--- src/rtl/i4003_loader_if.sv ---
// Load handshake between a requester and the i4003 chain loader: valid/ready word transfer plus abort.
interface i4003_loader_if #(
  parameter int TOTAL = 10
);
  logic             load_valid;
  logic             load_ready;
  logic [TOTAL-1:0] load_data;
  logic             abort;

  modport master (
    output load_valid,
    output load_data,
    output abort,
    input  load_ready
  );

  modport slave (
    input  load_valid,
    input  load_data,
    input  abort,
    output load_ready
  );
endinterface

--- src/rtl/i4003_loader.sv ---
// Loads a cascaded i4003 chain MSB-first from a parallel word, generating cp and gating enable.
// Optional feature macro I4003_LOADER_READBACK_EN captures the previous chain contents from serial_out.
module i4003_loader #(
  parameter int SR_BITS = 10,
  parameter int NUM_SR  = 1,
  parameter int CP_DIV  = 4
) (
  input  logic                      sysclk,
  input  logic                      poc_n,
  i4003_loader_if.slave             load,
  output logic                      cp,
  output logic                      serial_in,
  output logic                      enable,
  input  logic                      serial_out,
  output logic                      busy,
  output logic                      done,
  output logic [SR_BITS*NUM_SR-1:0] readback,
  output logic                      readback_valid
);
  localparam int TOTAL = SR_BITS * NUM_SR;
  localparam int CW    = $clog2(TOTAL + 1);
  localparam int PW    = (CP_DIV > 1) ? $clog2(CP_DIV) : 1;

  localparam logic [PW-1:0] PHASE_LAST = PW'(CP_DIV - 1);
  localparam logic [PW-1:0] PHASE_ONE  = PW'(1);
  localparam logic [CW-1:0] CNT_FULL   = CW'(TOTAL);
  localparam logic [CW-1:0] CNT_ONE    = CW'(1);

  typedef enum logic [1:0] {
    ST_IDLE     = 2'd0,
    ST_SHIFT_LO = 2'd1,
    ST_SHIFT_HI = 2'd2,
    ST_TAIL     = 2'd3
  } state_t;

  state_t           state_r, state_s;
  logic [PW-1:0]    phase_r, phase_s;
  logic [CW-1:0]    cnt_r, cnt_s;
  logic [TOTAL-1:0] sreg_r, sreg_s;
  logic             cp_r, cp_s;
  logic             sin_r, sin_s;
  logic             enable_r, enable_s;
  logic             done_r, done_s;
  logic [TOTAL-1:0] rb_r, rb_s;
  logic             rbv_r, rbv_s;
  logic             phase_last_s;
  logic             xfer_s;
  logic             cancel_s;
  logic             bit_end_s;

  // Next state, counters and next values of the registered outputs.
  always_comb begin
    state_s      = state_r;
    phase_s      = phase_r;
    cnt_s        = cnt_r;
    sreg_s       = sreg_r;
    sin_s        = sin_r;
    enable_s     = enable_r;
    done_s       = 1'b0;
    xfer_s       = 1'b0;
    phase_last_s = (phase_r == PHASE_LAST);
    cancel_s     = load.abort && (state_r != ST_IDLE);
    bit_end_s    = (state_r == ST_SHIFT_HI) && phase_last_s;

    if (cancel_s) begin
      // Chain contents are now undefined, so enable stays low until a full load completes.
      state_s  = ST_IDLE;
      phase_s  = '0;
      cnt_s    = '0;
      sin_s    = 1'b0;
      enable_s = 1'b0;
    end else begin
      case (state_r)
        ST_IDLE: begin
          if (load.load_valid && !load.abort) begin
            xfer_s   = 1'b1;
            state_s  = ST_SHIFT_LO;
            phase_s  = '0;
            cnt_s    = '0;
            sreg_s   = load.load_data;
            sin_s    = load.load_data[TOTAL-1];
            enable_s = 1'b0;
          end else begin
            phase_s = '0;
          end
        end
        ST_SHIFT_LO: begin
          if (phase_last_s) begin
            state_s = ST_SHIFT_HI;
            phase_s = '0;
          end else begin
            phase_s = phase_r + PHASE_ONE;
          end
        end
        ST_SHIFT_HI: begin
          if (phase_last_s) begin
            phase_s = '0;
            sreg_s  = sreg_r << 1'b1;
            cnt_s   = cnt_r + CNT_ONE;
            if (cnt_s == CNT_FULL) begin
              state_s = ST_TAIL;
            end else begin
              state_s = ST_SHIFT_LO;
              sin_s   = sreg_s[TOTAL-1];
            end
          end else begin
            phase_s = phase_r + PHASE_ONE;
          end
        end
        ST_TAIL: begin
          if (phase_last_s) begin
            state_s  = ST_IDLE;
            phase_s  = '0;
            enable_s = 1'b1;
            done_s   = 1'b1;
          end else begin
            phase_s = phase_r + PHASE_ONE;
          end
        end
        default: begin
          state_s = ST_IDLE;
          phase_s = '0;
        end
      endcase
    end

    cp_s = (state_s == ST_SHIFT_HI);
  end

  // Readback capture: each bit leaves the chain as cp falls, first-out bit lands at TOTAL-1.
  always_comb begin
`ifdef I4003_LOADER_READBACK_EN
    rbv_s = done_s;
    if (xfer_s) begin
      rb_s = '0;
    end else if (bit_end_s && !cancel_s) begin
      rb_s = (rb_r << 1'b1) | TOTAL'(serial_out);
    end else begin
      rb_s = rb_r;
    end
`else
    rb_s  = '0;
    rbv_s = 1'b0;
`endif
  end

`ifndef I4003_LOADER_READBACK_EN
  logic unused_serial_out;
  assign unused_serial_out = serial_out;
`endif

  // State, datapath and output registers.
  always_ff @(posedge sysclk or negedge poc_n) begin
    if (!poc_n) begin
      state_r  <= ST_IDLE;
      phase_r  <= '0;
      cnt_r    <= '0;
      sreg_r   <= '0;
      cp_r     <= 1'b0;
      sin_r    <= 1'b0;
      enable_r <= 1'b0;
      done_r   <= 1'b0;
      rb_r     <= '0;
      rbv_r    <= 1'b0;
    end else begin
      state_r  <= state_s;
      phase_r  <= phase_s;
      cnt_r    <= cnt_s;
      sreg_r   <= sreg_s;
      cp_r     <= cp_s;
      sin_r    <= sin_s;
      enable_r <= enable_s;
      done_r   <= done_s;
      rb_r     <= rb_s;
      rbv_r    <= rbv_s;
    end
  end

  assign load.load_ready = (state_r == ST_IDLE);
  assign busy            = (state_r != ST_IDLE);
  assign cp              = cp_r;
  assign serial_in       = sin_r;
  assign enable          = enable_r;
  assign done            = done_r;
  assign readback        = rb_r;
  assign readback_valid  = rbv_r;
endmodule

--- src/flat_wrapper.sv ---
// flat-port wrapper written by rule: the top's interface ports become plain ports
module i4003_loader_flat 
#(
  parameter int SR_BITS = 10,
  parameter int NUM_SR  = 1,
  parameter int CP_DIV  = 4
)
  (sysclk, poc_n, cp, serial_in, enable, serial_out, busy, done, readback, readback_valid, load_load_valid, load_load_data, load_abort, load_load_ready);
  i4003_loader_if load_i ();
  input  logic sysclk;
  input  logic poc_n;
  output logic cp;
  output logic serial_in;
  output logic enable;
  input  logic serial_out;
  output logic busy;
  output logic done;
  output logic [SR_BITS*NUM_SR-1:0] readback;
  output logic readback_valid;
  input wire logic [$bits(load_i.load_valid)-1:0] load_load_valid;
  input wire logic [$bits(load_i.load_data)-1:0] load_load_data;
  input wire logic [$bits(load_i.abort)-1:0] load_abort;
  output wire logic [$bits(load_i.load_ready)-1:0] load_load_ready;
  assign load_i.load_valid = load_load_valid;
  assign load_i.load_data = load_load_data;
  assign load_i.abort = load_abort;
  assign load_load_ready = load_i.load_ready;
  i4003_loader #(.SR_BITS(SR_BITS), .NUM_SR(NUM_SR), .CP_DIV(CP_DIV)) u_core (.sysclk(sysclk), .poc_n(poc_n), .load(load_i), .cp(cp), .serial_in(serial_in), .enable(enable), .serial_out(serial_out), .busy(busy), .done(done), .readback(readback), .readback_valid(readback_valid));
endmodule
--- config.mk ---
export PLATFORM = sky130hd
export DESIGN_NAME = i4003_loader_flat
export DESIGN_NICKNAME = d
export VERILOG_FILES = /design/src/rtl/i4003_loader_if.sv /design/src/rtl/i4003_loader.sv /design/src/flat_wrapper.sv
export SDC_FILE = /design/constraint.sdc
export NUM_CORES = 1
export LEC_CHECK = 0
export CAP_MARGIN = 20
export CORE_UTILIZATION = 30
export DETAILED_ROUTE_END_ITERATION = 7
export HOLD_SLACK_MARGIN = 0.1
export PLACE_DENSITY_LB_ADDON = 0.2
export SETUP_SLACK_MARGIN = 0.1
export SLEW_MARGIN = 0
export SYNTH_ARGS = -nofsm -noshare
export SYNTH_HDL_FRONTEND = slang
export SYNTH_SLANG_ARGS = --single-unit
--- constraint.sdc ---
create_clock -name sysclk -period 2.3 [get_ports sysclk]
set_clock_uncertainty 0.2 [all_clocks]
set_input_delay 0.345 -clock sysclk [delete_from_list [all_inputs] [get_ports sysclk]]
set_output_delay 0.345 -clock sysclk [all_outputs]
set_load 0.01 [all_outputs]
# Word-level counts from Yosys, hierarchy flattened
# Index checks and enable logic that the tools add are counted.
dict set report totals {
  ff_bits 21
  inputBits 15
  output_inout_bits 17
}
dict set report op_classes {
  n_addsub 2
  n_eq_ne 12
  mux 29
  bitwise 1
  reduce_logical 13
}
# cell n
set op_table {}
lappend op_table {{9-bit two-way mux} 2}
lappend op_table {{9-bit case mux with 2 select lines} 1}
lappend op_table {{2-bit two-way mux} 8}
lappend op_table {{4-bit two-way mux} 3}
lappend op_table {{1-bit two-way mux} 10}
lappend op_table {{3-bit by 1-bit inequality test with 1-bit output (second input constant)} 3}
lappend op_table {{2-bit == test (second input constant)} 4}
lappend op_table {{2-bit case mux with 4 select lines} 1}
lappend op_table {{4-bit case mux with 2 select lines} 1}
lappend op_table {{4-bit AND reduction} 2}
lappend op_table {{3-bit AND reduction} 2}
lappend op_table {{3-bit nonzero test} 2}
lappend op_table {{4-bit by 1-bit adder with 4-bit output (second input constant)} 1}
lappend op_table {{4-bit == test (second input constant)} 1}
lappend op_table {{2-bit by 1-bit inequality test with 1-bit output (second input constant)} 2}
lappend op_table {{1-bit case mux with 2 select lines} 2}
lappend op_table {{2-bit case mux with 2 select lines} 1}
lappend op_table {{2-bit nonzero test} 2}
lappend op_table {{3-bit by 2-bit inequality test with 1-bit output (second input constant)} 1}
lappend op_table {{3-bit OR reduction} 1}
lappend op_table {{2-bit by 1-bit adder with 2-bit output (second input constant)} 1}
lappend op_table {{2-bit by 1-bit == test with 1-bit output (second input constant)} 1}
lappend op_table {{1-bit logical AND} 2}
lappend op_table {{2-bit logical NOT} 1}
lappend op_table {{other kinds (2)} 2}

# Longest topological paths before layout
dict set report logic_depth {
  ltp_word 7
  depth_mapped 6
  depth_no_buf 5
}

# Worst setup path after synthesis
# Ideal clock, no wire load.
dict set report synth_path {
  kind {reg-to-reg}
  from {register u_core.phase_r[0]}
  to {register u_core.sreg_r[1]}
  setup_ps 127
  t_arrival_ps 1299
  t_required_ps 1973
  path_slack_ps 675
  stages_incl_launch_ff 6
  period_less_slack_ps 1625
  cell_sequence {dfrtp_1 > ha_1 > and2_1 > o21ai_4 > buf_4 > o21ai_0}
}
dict set report synth_via {
  elab_chain_cells 3
}
# item line
set synth_lines {}
lappend synth_lines {{start: declaration} i4003_loader.sv:37} ;# logic [PW-1:0] phase_r, phase_s;
lappend synth_lines {{start signal: assignment} i4003_loader.sv:167} ;# phase_r <= phase_s;
lappend synth_lines {{2-bit == test} i4003_loader.sv:61} ;# phase_last_s = (phase_r == PHASE_LAST);
lappend synth_lines {{2-bit by 1-bit inequality test with 1-bit output (no source line)} -}
lappend synth_lines {{4-bit AND reduction (no source line)} -}
lappend synth_lines {{end signal: assignment} i4003_loader.sv:169} ;# sreg_r <= sreg_s;
lappend synth_lines {{end: declaration} i4003_loader.sv:39} ;# logic [TOTAL-1:0] sreg_r, sreg_s;
# No other way between the ends.
# A chain may end at the register's enable or synchronous reset.

# Worst setup path after layout
dict set report layout_path {
  from {register u_core.state_r[1]}
  to {output load_load_ready}
}
dict set report layout_via {
  elab_chain_cells 1
}
# item line
set layout_lines {}
lappend layout_lines {{start: declaration} i4003_loader.sv:36} ;# state_t state_r, state_s;
lappend layout_lines {{start signal: assignment} i4003_loader.sv:166} ;# state_r <= state_s;
lappend layout_lines {{2-bit logical NOT} i4003_loader.sv:179} ;# assign load.load_ready = (state_r == ST_IDLE);
lappend layout_lines {{end: declaration} flat_wrapper.sv:23} ;# output wire logic [$bits(load_i.load_ready)-1:0] load_load_ready;
# No other way between the ends.

==> out/results.tsv <==
stage	metric	value	unit
worst_setup_path	crit_path_top_delay_cell	clkdlybuf4s50_1	
floorplanning	die_height	64.7	µm
hold_path	hp-class	primary input to async pin	
synth	synth_fa_ha_area_frac	0.0318	
final_layout	area_growth	22.7	%
run_status	status	finished, final reports clean	
final_layout	mostFrequentLayoutCell	dfrtp_1	
worst_setup_path	endpoint	load_load_ready	
synth	synthesis.area	0.00118	mm²
synth	synth_compound_area_frac	0.149	
final_layout	num_antenna_cells	0	
clocking	clkSlewWorstSetupHoldPaths	80	ps
worst_setup_path	crit_type	flop to primary output	
synth	synthSimpleGateAreaFrac	0.157	
floorplanning	core	0.00372	mm²
timing	finalCriticalPeriod	2080	ps
clocking	cts_buffers	3	
synth	synth-seq-cells	21	
clocking	root_buffer	clkbuf_8	
synth	syn_avg_cell_area	10.2	µm²
placed_design	port_buffers	19	
synth	synth_top_family_by_area	simple AND/OR/NAND/NOR gates	
clocking	cts_tree	yes	
drt	drt_pass1_iterations	4	
worst_setup_path	endpoint_kind	primary output	
global_routing	grt_pass1_vias	808	
timing	slew_viol_final	0	
floorplanning	core.rowCount	22	
timing	rsz0062_at_grt	false	
clocking	postCtsSetupBuffers	0	
synth	synth-seq-area-share	0.445	
timing	fin_crit_sh	0.904	
placed_design	gp_congestion	0.775	
worst_setup_path	cp-start-kind	flop	
drt	drt_iter0_drc	29	
floorplanning	initial_core_util	0.318	
floorplanning	ios	32	
clocking	clk_path_buf_depth	2	
timing	finalSetupViolations	0	
floorplanning	die_area	0.00419	mm²
power	irDropWorstVdd	0.292	mV
placed_design	dp_hpwl	1560	µm
worst_setup_path	crit_chain	or2_1 > inv_2 > clkdlybuf4s50_1	
global_routing	grt_pass1_wl	3500	µm
job	cap_violations	0	
drt	drc	0	
worst_setup_path	worstRegToRegCells	4	
drt	routed_via_density	4.40	
clocking	clkLatencyLatePin	270	ps
worst_setup_path	cp.depth	3	
final_layout	drive_above_1_share	0.129	
final_layout	fin_area	0.00145	mm²
global_routing	grt_start_max_net_pins	22	
timing	fmax	481	MHz
clocking	htree_levels	1	
global_routing	grt_util_all_layers	0.112	
drt	vias	827	
synth	synth_mux_area_frac	0.0858	
worst_setup_path	critPathBufInv	2	
clocking	hold_buffers	0	
floorplanning	die_w	64.7	µm
final_layout	layout_common_cells	21 x dfrtp_1, 19 x clkdlybuf4s50_1, 17 x nand2_1, 13 x o21ai_0, 11 x conb_1	
clocking	clock_sinks	21	
synth	synth_xor_area_frac	0.0148	
synth	ys_warn_count	0	
worst_setup_path	crit_family	buffers and inverters	
worst_setup_path	critPathMaxStageDelay	540	ps
synth	synth_cell_types	36	
drt	drtAntennaViolNets	0	
worst_setup_path	rr_endpoint	u_core.sreg_r[8]	
synth	syn_inst	116	
worst_setup_path	setup.worst_path.start	u_core.state_r[1]	
worst_setup_path	crit_required	1750	ps
worst_setup_path	critPathMaxFanout	5	
final_layout	nets	159	
global_routing	grt_overflow	0	
drt	wire_per_inst	11.2	µm
global_routing	antenna_found_initial	0	
timing	hold_viol	0	
drt	drt-total-wl	2100	µm
placed_design	placed_area	0.00140	mm²
power	power_density	546	mW/mm²
worst_setup_path	rrSetupSlack	490	ps
clocking	cts_resized	0	
timing	setup_tns	0	ps
worst_setup_path	crit_arrival	1540	ps
power	p_leak	0.633	nW
final_layout	fillers	382	
worst_setup_path	r2r-start	u_core.phase_r[0]	
how the worst min path moves through the flow:
stage | slack [ps] | endpoint
2_1_floorplan | -150 | u_core.cnt_r[0]
3_3_place_gp | 230 | u_core.phase_r[0]
3_5_place_dp | 240 | u_core.phase_r[0]
4_1_cts | 240 | u_core.state_r[0]
5_1_grt | 250 | u_core.cnt_r[1]
6_report | 220 | u_core.enable
power by group:
part           switching (mW)  leakage [nW]  internal, mW
clock network           0.127        0.0255         0.121
logic                  0.0650         0.331        0.0611
registers              0.0166         0.276         0.401
logic make-up (layout without fill, tap and decap cells):
group | Yosys count | in the layout
xor gates and xnor gates | 2 | 2
and+or+nand+nor | 35 | 35
muxes | 10 | 10
AOI/OAI and AO/OA | 24 | 24
adders and majority gates | 3 | 3
buffers and inverters | 20 | 34
DFF | 21 | 21
other | 1 | 11
metal layers:
layer | GRT usage | wire [µm] | vias up
li1 | - | - | 420
met1 | 0.142 | 992 | 386
met2 | 0.176 | 1010 | 16
met3 | 0.0106 | 41 | 5
met4 | 0.0833 | 63 | 0
met5 | 0 | 0 | -
per-stage QoR:
step	instances	worst slack, ps	util	hold WS (ps)	total power [mW]
2_1_floorplan	126	675	-	-151	0.507
3_3_place_gp	184	317	0.377	227	0.548
3_5_place_dp	184	272	0.377	237	0.552
4_1_cts	188	147	0.390	238	0.800
5_1_grt	188	165	0.390	245	0.834
6_report	188	220	0.390	222	0.791
synth_stat cells:
| library cell | count | share of area |
|---|---|---|
| buf_2 | 2 | 0.0085 |
| xnor2_1 | 2 | 0.015 |
| o31a_1 | 1 | 0.0074 |
| buf_4 | 13 | 0.083 |
| nor2_1 | 3 | 0.0095 |
| nor2b_4 | 1 | 0.012 |
| mux2i_1 | 9 | 0.076 |
| nor2b_1 | 2 | 0.011 |
| and3_1 | 2 | 0.011 |
| o21ai_0 | 13 | 0.055 |
| a32o_1 | 1 | 0.0085 |
| a2bb2oi_1 | 1 | 0.0074 |
| ha_1 | 3 | 0.032 |
| a22oi_1 | 1 | 0.0064 |
| o21ai_4 | 1 | 0.014 |
| nand2_1 | 17 | 0.054 |
| nand2b_1 | 1 | 0.0053 |
| inv_1 | 4 | 0.013 |
| and2b_1 | 1 | 0.0064 |
| or3b_1 | 1 | 0.0074 |
| buf_6 | 1 | 0.0095 |
| nand3_1 | 1 | 0.0042 |
| a211oi_1 | 1 | 0.0064 |
| and2_1 | 1 | 0.0053 |
| a21oi_2 | 1 | 0.0074 |
| a21oi_1 | 2 | 0.0085 |
| mux2_2 | 1 | 0.0095 |
| a21o_1 | 1 | 0.0064 |
| o221ai_4 | 1 | 0.022 |
| nor3b_1 | 1 | 0.0064 |
| conb_1 | 1 | 0.0032 |
| dfrtp_1 | 21 | 0.44 |
| nor4_1 | 1 | 0.0053 |
| or2_1 | 1 | 0.0053 |
| nor4_2 | 1 | 0.011 |
| nor3_1 | 1 | 0.0042 |
state kept, by name (all words and copies together), names as in the netlist:
name              count
u_core.sreg_r         9
u_core.serial_in      1
u_core.cp             1
u_core.phase_r        2
u_core.cnt_r          4
u_core.state_r        2
u_core.enable         1
u_core.done           1
worst reg2reg max path: cells and delay by family (launching register included):
family                   cells  cell delay [ps]
adder cells (fa/ha/maj)      1              290
AO/OA/AOI/OAI                2              550
flip-flops                   1              380
AND/OR/NAND/NOR              1              250
layout make-up:
class / instances / area (µm²) / area share
multi-input combinational: 85 / 559 / 0.386
sequential: 21 / 526 / 0.363
timing repair buffer: 26 / 243 / 0.168
tap: 48 / 60.1 / 0.0415
clock buffer: 3 / 41.3 / 0.0285
inverter: 4 / 15.0 / 0.0104
clock inverter: 1 / 5.00 / 0.00345
(Power assumes the default switching activity.)
